<file path="src/rtl/minimips_pc_sequencer.sv">
// ----------------------------------------------------------------------------
// minimips_pc_sequencer
//
// Generates the fetch address for the MiniMIPS core. After a start command it
// steps the PC by STEP every non-stalled clock and honours branch/jump
// redirects. It stops once the instruction at LAST_PC retires.
//
// Ports
//   i_clk            : clock, all state changes on the rising edge
//   i_rst_n          : asynchronous active-low reset
//   i_start          : begin fetching from IDLE, or restart from HALT
//   i_stall          : hold the current PC this cycle
//   i_redirect       : load i_redirect_pc instead of incrementing
//   i_redirect_pc    : branch/jump target
//   o_pc             : current fetch address
//   o_pc_valid       : o_pc holds a live fetch address
//   o_halted         : LAST_PC has retired and the sequencer has stopped
//   o_retired_count  : non-stalled fetch cycles since the last start
//
// All outputs come straight from flops, so there is no input-to-output path.
// ----------------------------------------------------------------------------
module minimips_pc_sequencer #(
    parameter int unsigned           PC_WIDTH = 32,
    parameter logic [PC_WIDTH-1:0]   RESET_PC = '0,
    parameter logic [PC_WIDTH-1:0]   LAST_PC  = PC_WIDTH'(29),
    parameter int unsigned           STEP     = 1
) (
    input  logic                i_clk,
    input  logic                i_rst_n,
    input  logic                i_start,
    input  logic                i_stall,
    input  logic                i_redirect,
    input  logic [PC_WIDTH-1:0] i_redirect_pc,
    output logic [PC_WIDTH-1:0] o_pc,
    output logic                o_pc_valid,
    output logic                o_halted,
    output logic [31:0]         o_retired_count
);

    typedef enum logic [1:0] {
        StIdle = 2'd0,
        StRun  = 2'd1,
        StHalt = 2'd2
    } state_e;

    state_e              r_state;
    logic [PC_WIDTH-1:0] r_pc;
    logic                r_pc_valid;
    logic                r_halted;
    logic [31:0]         r_retired_count;

    logic [PC_WIDTH-1:0] w_pc_inc;
    logic                w_at_last;
    logic [31:0]         w_count_inc;

    // Increment wraps naturally at 2^PC_WIDTH.
    assign w_pc_inc    = r_pc + PC_WIDTH'(STEP);
    // Halt is decided purely by equality, so a redirect beyond LAST_PC keeps
    // running until the PC comes round to LAST_PC again.
    assign w_at_last   = (r_pc == LAST_PC);
    assign w_count_inc = r_retired_count + 32'd1;

    always_ff @(posedge i_clk or negedge i_rst_n) begin
        if (!i_rst_n) begin
            r_state         <= StIdle;
            r_pc            <= RESET_PC;
            r_pc_valid      <= 1'b0;
            r_halted        <= 1'b0;
            r_retired_count <= 32'd0;
        end else begin
            case (r_state)
                StIdle: begin
                    if (i_start) begin
                        r_state         <= StRun;
                        r_pc            <= RESET_PC;
                        r_pc_valid      <= 1'b1;
                        r_halted        <= 1'b0;
                        r_retired_count <= 32'd0;
                    end
                end

                StRun: begin
                    // Stall beats everything; a redirect seen during a stall is
                    // dropped, not queued. Halt beats a coincident redirect.
                    if (i_stall) begin
                        r_pc <= r_pc;
                    end else if (w_at_last) begin
                        r_state         <= StHalt;
                        r_pc_valid      <= 1'b0;
                        r_halted        <= 1'b1;
                        r_retired_count <= w_count_inc;
                    end else if (i_redirect) begin
                        r_pc            <= i_redirect_pc;
                        r_retired_count <= w_count_inc;
                    end else begin
                        r_pc            <= w_pc_inc;
                        r_retired_count <= w_count_inc;
                    end
                end

                StHalt: begin
                    if (i_start) begin
                        r_state         <= StRun;
                        r_pc            <= RESET_PC;
                        r_pc_valid      <= 1'b1;
                        r_halted        <= 1'b0;
                        r_retired_count <= 32'd0;
                    end
                end

                default: begin
                    r_state    <= StIdle;
                    r_pc       <= RESET_PC;
                    r_pc_valid <= 1'b0;
                    r_halted   <= 1'b0;
                end
            endcase
        end
    end

    assign o_pc            = r_pc;
    assign o_pc_valid      = r_pc_valid;
    assign o_halted        = r_halted;
    assign o_retired_count = r_retired_count;

endmodule

</file>
<file path="config.mk">
export PLATFORM = sky130hd
export DESIGN_NAME = minimips_pc_sequencer
export DESIGN_NICKNAME = d
export VERILOG_FILES = /design/src/rtl/minimips_pc_sequencer.sv
export SDC_FILE = /design/constraint.sdc
export NUM_CORES = 1
export LEC_CHECK = 0
export CORE_MARGIN = 2
export CORE_UTILIZATION = 45
export CTS_CLUSTER_SIZE = 12
export DETAILED_ROUTE_END_ITERATION = 10
export PLACE_DENSITY_LB_ADDON = 0.15
export SYNTH_ARGS = -nofsm -noshare
export SYNTH_HDL_FRONTEND = slang
export SYNTH_SLANG_ARGS = --single-unit
</file>
<file path="constraint.sdc">
create_clock -name i_clk -period 1.95 [get_ports i_clk]
set_clock_uncertainty 0.1 [all_clocks]
set_input_delay 0.39 -clock i_clk [delete_from_list [all_inputs] [get_ports i_clk]]
set_output_delay 0.39 -clock i_clk [all_outputs]
set_load 0.005 [all_outputs]
</file>
==> results.md <==
### Final layout
- **leading cell type in the layout, fill and taps excluded** sky130_fd_sc_hd__buf_4
- **post-layout util** 0.749
- **Synth-to-Final Area Change** 64.0%
- **FILL cells** 669
- **highest-count cells in the layout ignoring fill and taps** sky130_fd_sc_hd__buf_4 (96), sky130_fd_sc_hd__clkdlybuf4s50_1 (92), sky130_fd_sc_hd__dfrtp_1 (63), sky130_fd_sc_hd__nor2_1 (39), sky130_fd_sc_hd__nand2_1 (34)
- **share of final-layout standard cells stronger than drive strength 1** 0.295
- **final antenna diode count** 0
- **Net count, final** 724

### Timing
- **unrepaired setup endpoints after global routing** yes
- **Relative slew margins** 0.483
- **number of endpoints with negative hold slack in the final report** 0
- **time the worst path needs with I/O delays and setup** 2150 ps
- **FMAX** 465 MHz
- **final setup violation count** 43
- **final setup slack of the worst path** -202 ps
- **Final TNS setup** -4780 ps
- **worst hold margin** 411 ps
- **pins over their slew limit** 0
- **post-route clock period utilization** 1.10
- **transition at the pin with the smallest max-transition slack** 772 ps

### Outcome
- **outcome** finished with violations
- **violations in the final reports** negative setup slack

### Die
- **site row count** 35
- **Die Height** 100 µm
- **area of the die** 0.00999 mm²
- **chip width** 100 µm
- **ports placed on the boundary** 103
- **Core Area** 0.00906 mm²
- **effective utilization at floorplan** 0.457

### Drt
- **number of search-and-repair iterations in the first detailed-routing pass** 5
- **count of antenna-violating nets left after detailed routing** 0
- **Total Wirelength** 15.3 mm
- **vias per cell** 6.14
- **number of remaining DRC errors** 0
- **via count** 4913
- **Wirelength per Cell** 19.1 µm
- **starting DRC count in detailed routing** 296

### Synth
- **most instantiated flip-flop cell in the synthesis netlist** sky130_fd_sc_hd__dfrtp_1
- **Async SR Flop Fraction** 1.00
- **number of flip-flops and latches in the synthesized netlist** 67
- **post-synthesis instance area** 0.00414 mm²
- **Syn Nets** 518
- **Distinct cells, synth** 55
- **Gate Count Post-Synth** 478
- **count of yosys warnings during synthesis** 0
- **number of flops mapped to enable cells by yosys** 0
- **sequential share of the synthesized area** 0.405
- **syn_area_per_cell** 8.67 µm²

### Hold path
- **cell count of the worst hold path** 3
- **class of the tightest hold or removal check** input port to flip-flop

### Clocking
- **root buffer cell** sky130_fd_sc_hd__clkbuf_8
- **clock slew at the register clock pins of the worst setup and hold paths** 90 ps
- **Bufs on Longest Clock Path** 2
- **clk_lat worst skew** 360 ps
- **number of H-tree levels** 3
- **clock tree from TritonCTS** built
- **Clock Sink Count** 67
- **Num CTS Buffers** 9

### Run
- **max-cap violation count** 0

### Power and ir drop
- **overall power after layout** 6.64 mW
- **worst supply voltage drop on vdd** 594 µV
- **Leakage Power** 2.88 nW
- **Power Density** 977 mW/mm²

### Critical path
- **crit end category** flip-flop
- **endpoint required time on the critical path** 2100 ps
- **arrival time reported for the critical path endpoint** 2300 ps
- **crit path kind** flip-flop to flip-flop
- **r2r worst-path depth** 7
- **highest net fanout along the worst path** 5
- **startpoint types** flip-flop

### Global routing
- **largest net degree at the start of global routing** 31
- **total global routing overflow** 0
- **initial antenna violation count** 0
- **via count of the first global-routing pass** 4936
- **Total Routing Usage GR** 0.301
- **first-pass GRT wire length** 23.9 mm

### Place
- **input/output buffers** 102
- **placer congestion estimate** 0.981
- **half-perimeter wire length of the detailed placement result** 10.7 mm
- **worst setup slack after placement** -576 ps

## routing by layer
layer | vias to the layer above | track usage | wire (µm)
li1 | 2239 | - | -
met1 | 2382 | 0.371 | 6250
met2 | 244 | 0.522 | 7590
met3 | 48 | 0.0536 | 906
met4 | 0 | 0.120 | 526
met5 | - | 0 | 0
## per-stage QoR
step / instances / cell area, µm²
after detailed placement: 767 / 6050
after global placement: 767 / 6050
after floorplan: 478 / 4190
final: 800 / 6790
after CTS: 788 / 6550
after global routing: 800 / 6790
## repair_timing
| action | CTS | global route |
|---|---|---|
| hold buffers | 1 | 0 |
| endpoints found under the hold margin | 22 | 0 |
| gates resized for setup | 58 | 37 |
| buffers inserted | 2 | 12 |
| pin swaps | 34 | 28 |
| endpoints found under the setup margin | 48 | 59 |
| cloned | 2 | 1 |
## synthesized netlist by cell type, drive strengths merged (5+ instances only)
master	number	area (µm²)
a21oi	29	145
a221oi	10	87.6
a22oi	5	37.5
and3	13	81.3
and4	7	61.3
buf	8	41.3
clkbuf	21	78.8
dfrtp	67	1680
inv	16	60.1
nand2	37	139
nand3	28	140
nand4	26	163
nor2	40	150
nor3	23	115
nor4	13	81.3
o21ai	15	75.1
o221ai	10	87.6
o22ai	12	75.1
o2bb2ai	10	87.6
o31ai	5	37.5
or3	5	31.3
xnor2	9	78.8
xor2	16	140
## kinds of logic (layout without fill, tap and decap cells)
kind of cell / Yosys count / count (layout) / share of synthesized area
adders and majority gates: 3 / 3 / 0.00906
AOI/OAI and AO/OA: 126 / 126 / 0.221
muxes: 1 / 1 / 0.00242
DFF: 67 / 67 / 0.405
xor gates and xnor gates: 25 / 25 / 0.0529
and+or+nand+nor: 211 / 211 / 0.267
buffers and inverters: 45 / 256 / 0.0435
## worst paths after layout
check,start,endpoint,slack (ps)
worst max-delay path,o_pc[15]$_DFFE_PN0P_,o_pc[28]$_DFFE_PN0P_,-200
worst max register to register,o_pc[15]$_DFFE_PN0P_,o_pc[28]$_DFFE_PN0P_,-200
min in group asynchronous,i_rst_n,o_retired_count[14]$_DFFE_PN0P_,490
worst min-delay path,i_redirect,o_pc[27]$_DFFE_PN0P_,410
worst min register to register,o_pc_valid$_DFFE_PN0P_,o_pc_valid$_DFFE_PN0P_,440
max in group asynchronous,i_rst_n,o_pc[15]$_DFFE_PN0P_,660
## report_power, final
group	internal (mW)	switching, mW
sequential	1.64	0.251
clock	0.613	0.641
combinational	1.79	1.70
total	4.04	2.59
## cell type report
cell class,count,area [µm²],area share
Clock buffer,9,124,0.0182
Clock inverter,7,83.8,0.0123
Inverter,16,60.1,0.00884
Sequential cell,67,1680,0.248
Multi-Input combinational cell,366,2650,0.390
Tap cell,111,139,0.0204
Timing Repair Buffer,224,2060,0.303
## critical path: stages (launching register included)
cell and delay, ps:
sky130_fd_sc_hd__dfrtp_2 440, sky130_fd_sc_hd__nor4_4 350, sky130_fd_sc_hd__buf_4 180, sky130_fd_sc_hd__and4_4 250, sky130_fd_sc_hd__a21boi_4 70, sky130_fd_sc_hd__buf_6 130, sky130_fd_sc_hd__a221o_1 310, sky130_fd_sc_hd__a22o_1 220
## sequential cells by signal (all words and copies together), names as in the netlist
signal,flops
o_pc,32
o_retired_count,32
r_state,2
o_pc_valid,1
No activity file was read; power rests on OpenSTA's default activity.
